File: src/rtl/updown_mod_counter.sv
// Up/down counter over 0..MODULUS-1 with load, enable, wrap/saturate mode and boundary flags.
// Optional macro COUNTER_PRESCALE_EN adds a prescaler so the counter steps every (prescale+1)-th enabled cycle.
module updown_mod_counter #(
    parameter int WIDTH     = 4,
    parameter int MODULUS   = 2**WIDTH,
    parameter bit SATURATE  = 1'b0,
    parameter bit INIT_DOWN = 1'b1
`ifdef COUNTER_PRESCALE_EN
    ,
    parameter int PRESCALE_WIDTH = 4
`endif
) (
    input  logic             clk,
    input  logic             clear,
    input  logic             en,
    input  logic             up_down,
    input  logic             load,
    input  logic [WIDTH-1:0] load_value,
`ifdef COUNTER_PRESCALE_EN
    input  logic [PRESCALE_WIDTH-1:0] prescale,
`endif
    output logic [WIDTH-1:0] count,
    output logic             at_term,
    output logic             tc_pulse
);

    generate
        if (MODULUS < 2 || MODULUS > 2**WIDTH) begin : g_bad_modulus
            $error("updown_mod_counter: MODULUS must lie in 2..2**WIDTH");
        end
    endgenerate

    // One extra bit so MODULUS == 2**WIDTH is representable in compares.
    localparam logic [WIDTH:0] MOD_X = (WIDTH+1)'(MODULUS);
    localparam logic [WIDTH:0] ONE_X = (WIDTH+1)'(1);
    localparam logic [WIDTH:0] MAX_X = MOD_X - ONE_X;
    localparam logic [WIDTH:0] CLR_X = INIT_DOWN ? MAX_X : '0;

    logic [WIDTH:0] count_x;
    logic [WIDTH:0] step_x;
    logic [WIDTH:0] load_x;
    logic           step;
    logic           unused_msb;

    assign count_x    = {1'b0, count};
    assign at_term    = up_down ? (count_x == MAX_X) : (count_x == '0);
    assign unused_msb = step_x[WIDTH] ^ load_x[WIDTH];

    always_comb begin
        step_x = count_x;
        if (up_down) begin
            if (count_x == MAX_X) step_x = SATURATE ? count_x : '0;
            else                  step_x = count_x + ONE_X;
        end else begin
            if (count_x == '0)    step_x = SATURATE ? count_x : MAX_X;
            else                  step_x = count_x - ONE_X;
        end
        load_x = ({1'b0, load_value} < MOD_X) ? {1'b0, load_value} : MAX_X;
    end

`ifdef COUNTER_PRESCALE_EN
    logic [PRESCALE_WIDTH-1:0] pre_cnt;

    // >= rather than == so a prescale lowered mid-period cannot strand pre_cnt above it.
    assign step = en && (pre_cnt >= prescale);

    always_ff @(posedge clk) begin
        if (clear || load) begin
            pre_cnt <= '0;
        end else if (en) begin
            if (pre_cnt >= prescale) pre_cnt <= '0;
            else                     pre_cnt <= pre_cnt + 1'b1;
        end
    end
`else
    assign step = en;
`endif

    always_ff @(posedge clk) begin
        if (clear) begin
            count    <= CLR_X[WIDTH-1:0];
            tc_pulse <= 1'b0;
        end else if (load) begin
            count    <= load_x[WIDTH-1:0];
            tc_pulse <= 1'b0;
        end else if (step) begin
            count    <= step_x[WIDTH-1:0];
            tc_pulse <= at_term;
        end else begin
            tc_pulse <= 1'b0;
        end
    end

endmodule

File: config.mk
export PLATFORM = sky130hd
export DESIGN_NAME = updown_mod_counter
export DESIGN_NICKNAME = d
export VERILOG_FILES = /design/src/rtl/updown_mod_counter.sv
export SDC_FILE = /design/constraint.sdc
export NUM_CORES = 1
export LEC_CHECK = 0
export CORE_AREA = 4 4 41 43
export DETAILED_ROUTE_END_ITERATION = 8
export DIE_AREA = 0 0 45 47
export PLACE_DENSITY_LB_ADDON = 0.2
export RECOVER_POWER = 50
export SYNTH_ARGS = -nofsm -noshare
export SYNTH_HDL_FRONTEND = slang
export SYNTH_SLANG_ARGS = --single-unit
export TNS_END_PERCENT = 20
File: constraint.sdc
create_clock -name clk -period 1.5 [get_ports clk]
set_clock_uncertainty 0.15 [all_clocks]
set_input_delay 0.3 -clock clk [delete_from_list [all_inputs] [get_ports clk]]
set_output_delay 0.3 -clock clk [all_outputs]
set_load 0.01 [all_outputs]
==> out/qor.yml, run 1 <==
status: "finished with violations"
violations: "negative setup slack"
cts_tree: "yes"
wl_microns: 1070
setup_viol: 3
drt_pass1_iterations: 4
die_h_microns: 47
post-route-drc-count: 0
maxCapViolCount: 0
num_vias: 422
rows: 13
r2r_setup_slack_ns: -0.09
syn-num-nets: 54
num_antenna_cells: 0
core_sq_um: 1300
powerDensity_nw_per_um2: 718
area.growth.synth_to_final_pct: 90.8
grt_usage: 0.110
seq_area_frac_synth: 0.274
grt_overflow_total: 0
slew_viol_final: 0
synth-seq-cells: 5
synth_commonest_cells: "6 x inv_1, 5 x dfxtp_1, 4 x nand2_1"
ctsHoldBuffers: 0
cp-end-kind: "primary output"
netlist_area_sq_um: 365
vias_per_cell: 4.74
grt_antenna_before_repair: 0
pin_count: 15
drive_above_1_share: 0.446
ys.warnings.count: 0
arrival_ns: 1.23
cts_max_path_buffers: 2
ff_latch_area_sq_um: 105
die_x_microns: 45
io_buffers: 14
hold_path_class: "in -> reg"
cts-root-buf: "clkbuf_4"
worst_ep_required_time_ns: 1.05
clock.fmax_mhz: 594
ys_top_cells_by_area: "dfxtp_1 27%, xnor2_1 7.2%, ha_1 6.8%"
dp_slack_ns: -0.660
leakage_uw: 0.000324
initial_core_util: 0.281
path_cells: "buf_4 -> ha_4 -> nand4_1 -> nand2b_4 -> buf_6"
crit_type: "reg -> out"
fin_ws_ns: -0.182
dieArea_sq_um: 2120
synth_top_area_frac: 0.274
drtIter0Drc: 8
clkTransAtPathRegs_ns: 0.04
slew_headroom: 0.789
avgSynthCellArea_sq_um: 8.50
start_kind: "register"
finalCriticalPeriod_ns: 1.68
async_flop_share: 0
vdd_drop_max_mv: 0.550
tightest_slew_ns: 0.316
dpl.hpwl_microns: 785
synth_flop_cell: "dfxtp_1"
grt_pass1_vias: 359
wl_per_cell_microns: 12.0
hold_viol: 0
cp_max_fo: 5
grt_pass1_wl_microns: 1570
fill_cells: 136
multi_input_area_sq_um: 290
grt_start_max_net_pins: 8
htreeDepth: 1
ys_types: 22
worstSkewPairLatency_ns: 0.24
numCtsBuffers: 3
ant_nets: 0
final_nets: 86
synth_top_area_cell: "dfxtp_1"
critPathMaxStageDelay_ns: 0.32
slowest_stage: "dfxtp_2"
synth-edff-count: 0
synth_cells: 43
yosys.cell_count.top_type: "inv_1"
finalWeightedCongestion: 0.739
cts.sinks: 5
rsz0062_at_grt: "yes"
setup_tns_ns: -0.289
finalCritPeriodShare: 1.12
## cells by family (layout without fill, tap and decap cells)
kind of cell / count (synthesis) / count (layout) / share of synthesized area
flops: 5 / 5 / 0.274
fa+ha+maj: 2 / 2 / 0.0685
simple gates: 12 / 12 / 0.192
compound gates: 11 / 11 / 0.202
buf+inv: 7 / 38 / 0.0925
mux: 3 / 3 / 0.0993
xor+xnor: 3 / 3 / 0.0719
## timing repair
item,in CTS,in global routing
buffers inserted,0,1
gates cloned,0,0
setup endpoints to repair,8,4
pin swaps,4,4
resized for setup,21,7
## power breakdown
part | switching, uW | leakage [uW] | internal [uW] | total (uW)
Clock | 56.0 | 0.0000150 | 101 | 157
Sequential | 9.66 | 0.0000405 | 146 | 155
Combinational | 81.5 | 0.000269 | 107 | 189
Total | 147 | 0.000324 | 354 | 501
## final timing paths
kind            startpoint  depth (start not counted)  endpoint
max reg2reg       count[0]                          7  count[2]
min          load_value[2]                          3  count[2]
min reg2reg       count[1]                          3  count[1]
max               count[0]                          5   at_term
## cell usage in the layout, fill, tap and decap left out, types with 2 or more instances in the layout
cell type	n
xnor2_1	2
dfxtp_2	4
clkbuf_4	3
buf_4	13
dlygate4sd2_1	7
o21ai_1	3
clkdlybuf4s50_1	6
nand2_1	3
o211ai_1	3
ha_4	2
nand4_1	2
inv_1	4
inv_2	2
clkbuf_1	2
a21oi_1	2
## stage by stage
stage | util | std cells | power [uW] | hold WS [ns] | instance area, sq um
3_5_place_dp | 0.471 | 84 | 326 | 0.517 | 613
2_1_floorplan | - | 43 | 230 | 0.286 | 368
3_3_place_gp | 0.471 | 84 | 325 | 0.522 | 613
4_1_cts | 0.508 | 88 | 492 | 0.474 | 661
5_1_grt | 0.536 | 89 | 537 | 0.476 | 697
6_report | 0.536 | 89 | 501 | 0.482 | 697
## sequential cells by signal, indices dropped and copies added (netlist names)
name      cells
count         4
tc_pulse      1
## metal layers
layer  GRT usage  vias to the layer above  wire length (microns)
met5           0                        -                      0
met4      0.0351                        0                      0
met3      0.0690                        0                    118
met2       0.169                       15                    528
met1       0.125                      191                    425
li1            -                      216                      -
## worst max-delay path, delay by kind of cell (launching register included)
family / cells / cell delay [ns]
adder cells (fa/ha/maj): 1 / 0.14
AND/OR/NAND/NOR: 2 / 0.28
buffers and inverters: 2 / 0.25
flip-flops: 1 / 0.32
## area by class of cell
| cell class | instances | share of cell area |
|---|---|---|
| flip-flops and latches | 5 | 0.151 |
| multi-input cells | 31 | 0.417 |
| inverters | 6 | 0.0323 |
| clock buffers | 4 | 0.0377 |
| repair buffers | 28 | 0.336 |
| well taps | 15 | 0.0269 |
Power figures use the tool's default switching activity.
==> run 2, diff against run 1 <==
--- a/config.mk
+++ b/config.mk
@@ -10,6 +10,7 @@
 export DIE_AREA = 0 0 45 47
 export PLACE_DENSITY_LB_ADDON = 0.2
 export RECOVER_POWER = 50
+export SLEW_MARGIN = 15
 export SYNTH_ARGS = -nofsm -noshare
 export SYNTH_HDL_FRONTEND = slang
 export SYNTH_SLANG_ARGS = --single-unit
==> results of run 2 <==
Final layout, timing and power as in run 1 (identical DEF).
==> run 3, diff against run 2 <==
==> constraint.sdc (replaced) <==
create_clock -name clk -period 2.1 [get_ports clk]
set_clock_uncertainty 0.15 [all_clocks]
set_input_delay 0.42 -clock clk [delete_from_list [all_inputs] [get_ports clk]]
set_output_delay 0.42 -clock clk [all_outputs]
set_load 0.01 [all_outputs]
==> out/qor.yml, run 3 (synthesized netlist as in run 1, its figures left out) <==
critPathMaxStageDelay_ns: 0.34  # +0.02 ns
post-route-drc-count: 0  # unchanged
initial_core_util: 0.281  # unchanged
wl_microns: 955  # -11%
switching_share: 0.289  # -0.00522
hold_depth: 2  # -1
cts_tree: "yes"
pin_count: 15  # unchanged
slew_headroom: 0.855  # +0.0656
slowest_stage: "dfxtp_1"
io_buffers: 14  # unchanged
hold_path_class: "reg -> reg"
arrival_ns: 1.42  # +0.19 ns
internal_power_uw: 240  # -32%
power.share.clock: 0.339  # +0.026
post_cts_buffers: 0  # unchanged
final_nets: 81  # -5.8%
ctsHoldBuffers: 0  # unchanged
grt_pass1_vias: 376  # +4.7%
clkTransAtPathRegs_ns: 0.04  # about the same
status: "completed"
cp_max_fo: 3  # -2
cp-end-kind: "primary output"
top_register: "count"
drt-met1-wl_microns: 411  # -3.3%
reg_top3: "count x4, tc_pulse x1"
setup_tns_ns: 0  # +0.289 ns
r2r_setup_slack_ns: 0.49  # +0.58 ns
start_kind: "register"
setup_viol: 0  # -3
hold_path_startpoint: "count[1]"
powerDensity_nw_per_um2: 542  # -24%
finalWeightedCongestion: 0.817  # +11%
highest_layer: "met4"
die_x_microns: 45  # unchanged
finalCritPeriodShare: 0.950
hold_viol: 0  # unchanged
area.growth.synth_to_final_pct: 70.5
final_common_cell: "clkdlybuf4s50_1"
grt_antenna_before_repair: 0  # unchanged
wl_per_cell_microns: 11.4  # -5.6%
wl_met2_microns: 419  # -21%
numCtsBuffers: 3  # unchanged
htreeDepth: 1  # unchanged
finalCriticalPeriod_ns: 1.99
slew_viol_final: 0  # unchanged
crit_type: "reg -> out"
timing.rr.start: "count[0]"
clock.fmax_mhz: 501
die_h_microns: 47  # unchanged
seqPwrFrac: 0.327  # +0.017
num_antenna_cells: 0  # unchanged
whs_endpoint: "count[1]"
path_cells: "inv_2 -> ha_1 -> nor4b_4 -> nand2b_4 -> clkdlybuf4s15_2"
p_switching_uw: 97.6  # -34%
vdd_drop_max_mv: 0.246  # -55%
grt_pass1_wl_microns: 1560  # -0.89%
final_cell_mix: "11 x clkdlybuf4s50_1, 8 x buf_4, 5 x inv_1, 5 x dfxtp_1"
cts.sinks: 5  # unchanged
drive_above_1_share: 0.261  # -0.185
wl_met3_microns: 88  # -25%
r2r_end: "count[3]"
rr_worst_depth: 7  # unchanged
num_vias: 405  # -4.0%
vias_per_cell: 4.82  # +1.7%
leakage_uw: 0.000296  # -8.6%
dpl.hpwl_microns: 784  # about the same
maxCapViolCount: 0  # unchanged
drt_pass1_iterations: 2  # -2
ant_nets: 0  # unchanged
largest_reg_flops: 4  # unchanged
drtIter0Drc: 9  # +1
grt_overflow_total: 0  # unchanged
worstSkewPairLatency_ns: 0.25  # about the same
combinationalPowerShare: 0.334  # -0.043
rsz0062_at_grt: "no"
cts-root-buf: "clkbuf_4"
grt_usage: 0.108  # -0.00150
tightest_slew_ns: 0.217  # -0.0993 ns
worst_ep_required_time_ns: 1.53  # +0.48 ns
dieArea_sq_um: 2120  # unchanged
grt_start_max_net_pins: 8  # unchanged
core_sq_um: 1300  # unchanged
rows: 13  # unchanged
cts_max_path_buffers: 2  # unchanged
final_util: 0.479  # -0.0567
==> run 3: cell type report <==
cell class                 count  area (sq um)
fill                         135           678
multi-input combinational     31           248
timing repair buffer          23           208
sequential                     5           100
clock buffer                   4          26.3
inverter                       6          22.5
tap                           15          18.8
==> run 3: metal layers <==
layer	up-vias	GRT usage
met5	-	0
met4	0	0.0994
met3	4	0.0383
met2	19	0.150
met1	175	0.130
li1	207	-
==> run 3: how the worst max path moves through the flow <==
stage          startpoint  endpoint  slack (ns)  cells past startpoint
2_1_floorplan    count[0]   at_term        0.46                      4
3_3_place_gp      up_down   at_term       -0.30                      4
3_5_place_dp      up_down   at_term       -0.32                      4
4_1_cts          count[0]   at_term        0.07                      5
5_1_grt          count[0]   at_term        0.01                      5
6_report         count[0]   at_term        0.11                      5
==> run 3: timing repair <==
action                     CTS  global route
setup endpoints to repair    1             1
pin swaps                    1             0
resized for setup            4             4
==> run 3: critical path: cells and delay by family, from the launching register on <==
| family | cells | cell delay, ns |
|---|---|---|
| flip-flops | 1 | 0.34 |
| adder cells (fa/ha/maj) | 1 | 0.16 |
| buffers and inverters | 2 | 0.30 |
| AND/OR/NAND/NOR | 2 | 0.38 |
==> run 3: power by group through the flow <==
stage               Combinational, uW  Clock, uW  Sequential [uW]
floorplan                        46.1          0              117
CTS                               111        119              109
global placement                  111          0              111
global route                      124        129              111
finish                            113        115              111
detailed placement                111          0              111
==> run 3: per-stage QoR <==
stage / cells / instance area (sq um) / setup WS (ns) / hold slack [ns] / power, uW
after CTS: 84 / 607 / 0.0702 / 0.465 / 340
after floorplan: 43 / 365 / 0.458 / 0.406 / 163
final: 84 / 623 / 0.106 / 0.461 / 338
after global placement: 80 / 581 / -0.301 / 0.452 / 222
after global routing: 84 / 623 / 0.0141 / 0.507 / 364
after detailed placement: 80 / 581 / -0.322 / 0.453 / 222
